File: src/rtl/connect_split_pkg.sv
// Shared constants for the connect_split / connect_join router family:
// packet width and where the destination field sits inside a packet.
package connect_split_pkg;

  localparam int PACKET_WIDTH     = 32;
  localparam int SPLIT_DEST_LSB   = 0;
  localparam int SPLIT_DEST_WIDTH = 4;
  localparam int SPLIT_CNT_WIDTH  = 16;
  localparam int SPLIT_MAX_PORTS  = 16;

endpackage

File: src/rtl/connect_split_slot.sv
// One-entry output holding slot for a single connect_split channel.
// Reload while draining keeps the slot full, giving one packet per cycle.
module split_slot #(
  parameter int DATA_WIDTH = 32
) (
  input  logic                  CLK,
  input  logic                  RST,
  input  logic                  load,
  input  logic [DATA_WIDTH-1:0] load_data,
  input  logic                  send_ready,
  output logic                  valid,
  output logic [DATA_WIDTH-1:0] data,
  output logic                  free
);

  always_ff @(posedge CLK) begin
    if (RST) begin
      valid <= 1'b0;
      data  <= '0;
    end else if (load) begin
      valid <= 1'b1;
      data  <= load_data;
    end else if (valid && send_ready) begin
      valid <= 1'b0;
    end
  end

  // A slot that is being drained this cycle can take a new packet.
  assign free = !valid || send_ready;

endmodule

File: src/rtl/connect_split.sv
// 1-to-N packet demultiplexer: routes each input packet to the channel named
// by its destination field; out-of-range packets are consumed and counted.
module connect_split
  import connect_split_pkg::*;
#(
  parameter int DATA_WIDTH  = PACKET_WIDTH,
  parameter int CONNECT_NUM = 3,
  parameter int DEST_LSB    = SPLIT_DEST_LSB,
  parameter int DEST_WIDTH  = SPLIT_DEST_WIDTH,
  parameter int CNT_WIDTH   = SPLIT_CNT_WIDTH
) (
  input  logic                              CLK,
  input  logic                              RST,
  input  logic                              RECEIVE_VALID,
  output logic                              RECEIVE_READY,
  input  logic [DATA_WIDTH-1:0]             RECEIVE_DATA,
  output logic [CONNECT_NUM-1:0]            SEND_VALID,
  input  logic [CONNECT_NUM-1:0]            SEND_READY,
  output logic [DATA_WIDTH*CONNECT_NUM-1:0] SEND_DATA,
  output logic [CNT_WIDTH-1:0]              DROP_COUNT
);

  localparam int unsigned NUM_U = CONNECT_NUM;

  logic [DEST_WIDTH-1:0]  dest;
  logic [31:0]            dest_ext;
  logic                   in_range;
  logic                   free_sel;
  logic                   accept;
  logic                   drop;
  logic [CONNECT_NUM-1:0] load;
  logic [CONNECT_NUM-1:0] free;
  logic [CNT_WIDTH-1:0]   drop_cnt;

  // Ready depends on the destination field and SEND_READY, never on RECEIVE_VALID.
  always_comb begin
    dest     = RECEIVE_DATA[DEST_LSB +: DEST_WIDTH];
    dest_ext = 32'(dest);
    in_range = dest_ext < NUM_U;
    free_sel = 1'b0;
    load     = '0;
    for (int unsigned i = 0; i < NUM_U; i++) begin
      if (dest_ext == i) free_sel = free[i];
    end
    RECEIVE_READY = !RST && (in_range ? free_sel : 1'b1);
    accept        = RECEIVE_VALID && RECEIVE_READY;
    drop          = accept && !in_range;
    for (int unsigned i = 0; i < NUM_U; i++) begin
      load[i] = accept && in_range && (dest_ext == i);
    end
  end

  for (genvar g = 0; g < CONNECT_NUM; g++) begin : g_slot
    split_slot #(
      .DATA_WIDTH(DATA_WIDTH)
    ) u_slot (
      .CLK       (CLK),
      .RST       (RST),
      .load      (load[g]),
      .load_data (RECEIVE_DATA),
      .send_ready(SEND_READY[g]),
      .valid     (SEND_VALID[g]),
      .data      (SEND_DATA[DATA_WIDTH*g +: DATA_WIDTH]),
      .free      (free[g])
    );
  end

  // Saturating drop counter: sticks at all-ones rather than wrapping.
  always_ff @(posedge CLK) begin
    if (RST) begin
      drop_cnt <= '0;
    end else if (drop && (drop_cnt != '1)) begin
      drop_cnt <= drop_cnt + CNT_WIDTH'(1);
    end
  end

  assign DROP_COUNT = drop_cnt;

endmodule

File: config.mk
export PLATFORM = sky130hd
export DESIGN_NAME = connect_split
export DESIGN_NICKNAME = d
export VERILOG_FILES = /design/src/rtl/connect_split_pkg.sv /design/src/rtl/connect_split_slot.sv /design/src/rtl/connect_split.sv
export SDC_FILE = /design/constraint.sdc
export NUM_CORES = 1
export LEC_CHECK = 0
export CORE_ASPECT_RATIO = 1.25
export CORE_MARGIN = 2
export CORE_UTILIZATION = 35
export CTS_CLUSTER_DIAMETER = 150
export DETAILED_ROUTE_END_ITERATION = 6
export SLEW_MARGIN = 20
export SYNTH_ARGS = -nofsm -noshare
export SYNTH_HDL_FRONTEND = slang
export SYNTH_SLANG_ARGS = --single-unit
File: constraint.sdc
create_clock -name CLK -period 2.18 [get_ports CLK]
set_input_delay 0.654 -clock CLK [delete_from_list [all_inputs] [get_ports CLK]]
set_output_delay 0.654 -clock CLK [all_outputs]
set_load 0.1 [all_outputs]
==> results.md <==
* Startpoint of the worst-slack reg-to-reg timing path: DROP_COUNT[6]$_SDFFE_PP0P_
* Count of warnings emitted by yosys at 0
* Largest area contributor in the netlist: dfxtp_1
* Crit path kind: reg2out
* H-tree levels at 4
* Remaining routing DRC violations at 0
* Number of enable flip-flop cells after synthesis at 0
* Total of endpoints with negative setup slack in the final report at 0
* Total nets after synthesis at 495
* Average wire per cell in the routed design at 15.6 µm
* Crit path max fanout at 2
* Worst Setup Slack post-DPL at -0.417 ns
* Crit path required time at 1.53 ns
* Proportion of synthesized flip-flops having asynchronous set or reset at 0
* CTS tree: yes
* Clk sinks at 115
* Placer Congestion at 0.836
* Seq/Total Area, Yosys at 0.532
* Library cell with the highest instance count after synthesis: dfxtp_1
* Fill cell total of the finished layout at 1,103
* Clock Power Share at 0.538
* Slew Limit Fails at 0
* Boundary Pins at 154
* Worst clock skew at 0.00751 ns
* Fmax at 0.474 GHz
* Cell area after placement at 6070 µm²
* Hold Violations, Final at 0
* Sequential power share at 0.393
* Setup slack of the most critical reg-to-reg path at 0.35 ns
* Share of post-route cells with drive strength above 1 at 0.330
* Vias in the first global route at 3,848
* DP Cell Count at 769
* Drt total wl at 12,600 µm
* Hold crit path type: in2reg
* Number of design-rule violations left by the first detailed-router iteration at 147
* Status: finished, final reports clean
* Share of total power in combinational logic at 0.069
* Antenna cells at 0
* Starting density of the core at 0.357
* Mean area per synthesized cell at 9.49 µm²
* Summed area of non-filler cells in the final layout at 6750 µm²
* Area growth syn-to-layout at 56.0%
* Launch point of the worst path: g_slot[0].u_slot.valid$_SDFFE_PP0P_
* Die Y-Extent at 128 µm
* Antenna violations before repair at 0
* Unrepaired setup endpoints after global routing: false
* Via total after detailed routing at 3,875
* Cell Rows at 45
* HPWL Detailed at 8600 µm
* Capture point of the critical path: RECEIVE_READY
* Pin count of the biggest net entering global routing at 84
* NumNets Final at 665
* Total global routing track utilization at 0.194
* Final setup slack of the worst path at 0.0717 ns
* Clock input transition at the sequential cells of the worst setup and hold paths at 0.06 ns
* Transition time of the tightest slew-check pin at 0.853 ns
* Drt pass-1 iters at 6
* Peak supply drop at 0.501 mV
* Finished Layout Cells at 803
* Maximum count of clock buffers along a single path at 2
* Dominant register cell in the synthesized netlist: dfxtp_1
* Remaining global-route overflow at 0
* Final worst path period need at 2.11 ns
* Hold-fix buffer count after cts at 0
* Clock root buffer: clkbuf_16
* Final worst-path cycle share at 0.967
* Count of cells along the worst register-to-register path at 4
* Pleak at 2.96 nW
* Biggest area contributors in the synthesized netlist: dfxtp_1, mux2i_1, nor2_1
* Core Region at 12,100 µm²
* Normalized max-slew margin at 0.431
* Syn Inst Count at 456
* Number of clock buffers inserted by TritonCTS at 17
* Number of flip-flops and latches in the synthesized netlist at 115
* Worst Setup Start Kind: flip-flop
* Pwr dens at 806 nW/µm²
* Die Footprint at 13,300 µm²
* Endpoint of the worst-slack reg-to-reg timing path: DROP_COUNT[13]$_SDFFE_PP0P_
* Share of the core filled with cells at 0.558
* List of most frequent post-synthesis cells: dfxtp_1, nor2_1, nand2_1
* Proportion of netlist area held by the largest area contributor at 0.532
* Switch share at 0.229
* Net switching power at 1.25 mW
* Residual antenna-violating net count after detailed routing at 0
* Mapped Area at 4330 µm²
* Clock latency reported for the late side of the worst-skew pair at 0.41 ns
* Element type at the critical path end: output port
* Die width at 103 µm
* Max capacitance violation total at 0
* Internal power consumption at 4.19 mW
* Via-per-instance ratio at 4.83
* # port buffers at 153
* Worst path arrival time at 1.45 ns
* Count of distinct cell types in the synthesized netlist at 40
* Wire length of the first global-routing pass at 19,800 µm
logic make-up after synthesis:
logic type      count (synthesis)  synth area share
buf+inv                        32            0.0347
mux                            67             0.156
flops                         115             0.532
compound gates                 56            0.0778
simple gates                  185             0.196
fa+ha+maj                       1           0.00289
flip-flops by register name (all words and copies together) (netlist names):
| register | count |
|---|---|
| DROP_COUNT | 16 |
| g_slot.u_slot.data | 96 |
| g_slot.u_slot.valid | 3 |
metal layers:
metal | wire, µm | track usage | up-vias
li1 | - | - | 1906
met1 | 5060 | 0.222 | 1829
met2 | 6300 | 0.323 | 127
met3 | 1030 | 0.0812 | 13
met4 | 165 | 0.0650 | 0
met5 | 0 | 0 | -
metrics by stage:
stage	setup TNS, ns	total power, mW	hold WS [ns]
after detailed placement	-22.16	2.56	0.450
after global routing	0	5.61	0.448
after floorplan	-0.0873	2.39	0.479
final	0	5.44	0.442
after CTS	-0.0295	5.49	0.427
after global placement	-22.31	2.56	0.444
power by group through the flow:
stage               registers, mW  logic, mW  clock network, mW
global placement             2.18      0.374                  0
global route                 2.14      0.400               3.07
floorplan                    2.30     0.0962                  0
CTS                          2.14      0.377               2.98
detailed placement           2.18      0.376                  0
finish                       2.14      0.377               2.93
worst max-delay path, stage by stage (launching register included):
cell	delay, ns
dfxtp_2	0.32
nor2b_4	0.13
mux2i_4	0.16
o22ai_4	0.09
a21oi_4	0.15
buf_12	0.19
cells in the final DEF (no fill, tap or decap), types with 2 or more instances in the layout:
cell | Yosys | layout
o2111ai_1 | 2 | 2
dfxtp_2 | 0 | 18
nand2b_1 | 4 | 3
nand3_1 | 6 | 6
o21ai_0 | 2 | 2
mux2_2 | 5 | 5
buf_4 | 3 | 128
nand2_1 | 63 | 63
inv_1 | 3 | 3
bufinv_16 | 0 | 4
clkinvlp_4 | 0 | 4
and2_1 | 5 | 5
mux2i_1 | 62 | 61
dlygate4sd2_1 | 0 | 3
dfxtp_1 | 115 | 97
a211oi_1 | 4 | 4
o211ai_1 | 3 | 3
nor2_1 | 68 | 67
a21oi_1 | 34 | 33
clkdlybuf4s50_1 | 0 | 29
a31oi_1 | 2 | 2
buf_2 | 9 | 2
clkbuf_16 | 0 | 17
nor3_1 | 4 | 4
and4_1 | 6 | 6
buf_12 | 0 | 17
clkinv_2 | 0 | 3
nor2b_1 | 10 | 8
nor2b_4 | 0 | 2
nand4_1 | 6 | 6
and3_1 | 8 | 8
how the worst min path moves through the flow:
stage / to / slack [ns] / cells after the start / startpoint
after CTS: g_slot[0].u_slot.valid$_SDFFE_PP0P_ / 0.43 / 2 / RST
after floorplan: g_slot[1].u_slot.valid$_SDFFE_PP0P_ / 0.48 / 2 / g_slot[1].u_slot.valid$_SDFFE_PP0P_
after global routing: g_slot[0].u_slot.valid$_SDFFE_PP0P_ / 0.45 / 2 / RST
after detailed placement: g_slot[0].u_slot.data[3]$_SDFFE_PP0P_ / 0.45 / 1 / g_slot[0].u_slot.data[3]$_SDFFE_PP0P_
final: g_slot[0].u_slot.valid$_SDFFE_PP0P_ / 0.44 / 2 / RST
after global placement: g_slot[2].u_slot.data[21]$_SDFFE_PP0P_ / 0.44 / 2 / g_slot[2].u_slot.data[21]$_SDFFE_PP0P_
cell type report:
class	instances	area (µm²)	share of cell area
Clock buffer	19	443	0.0656
Multi-Input combinational cell	309	1950	0.288
Sequential cell	115	2320	0.344
Tap cell	164	205	0.0304
Clock inverter	13	183	0.0271
Timing Repair Buffer	180	1640	0.243
Inverter	3	11.3	0.00167
repair_timing:
item	4_1_cts	5_1_grt
resized for setup	29	3
pin swaps	2	1
buffers inserted	2	0
setup endpoints to repair	1	1
gates cloned	0	0
No activity file was read; power rests on OpenSTA's default activity.
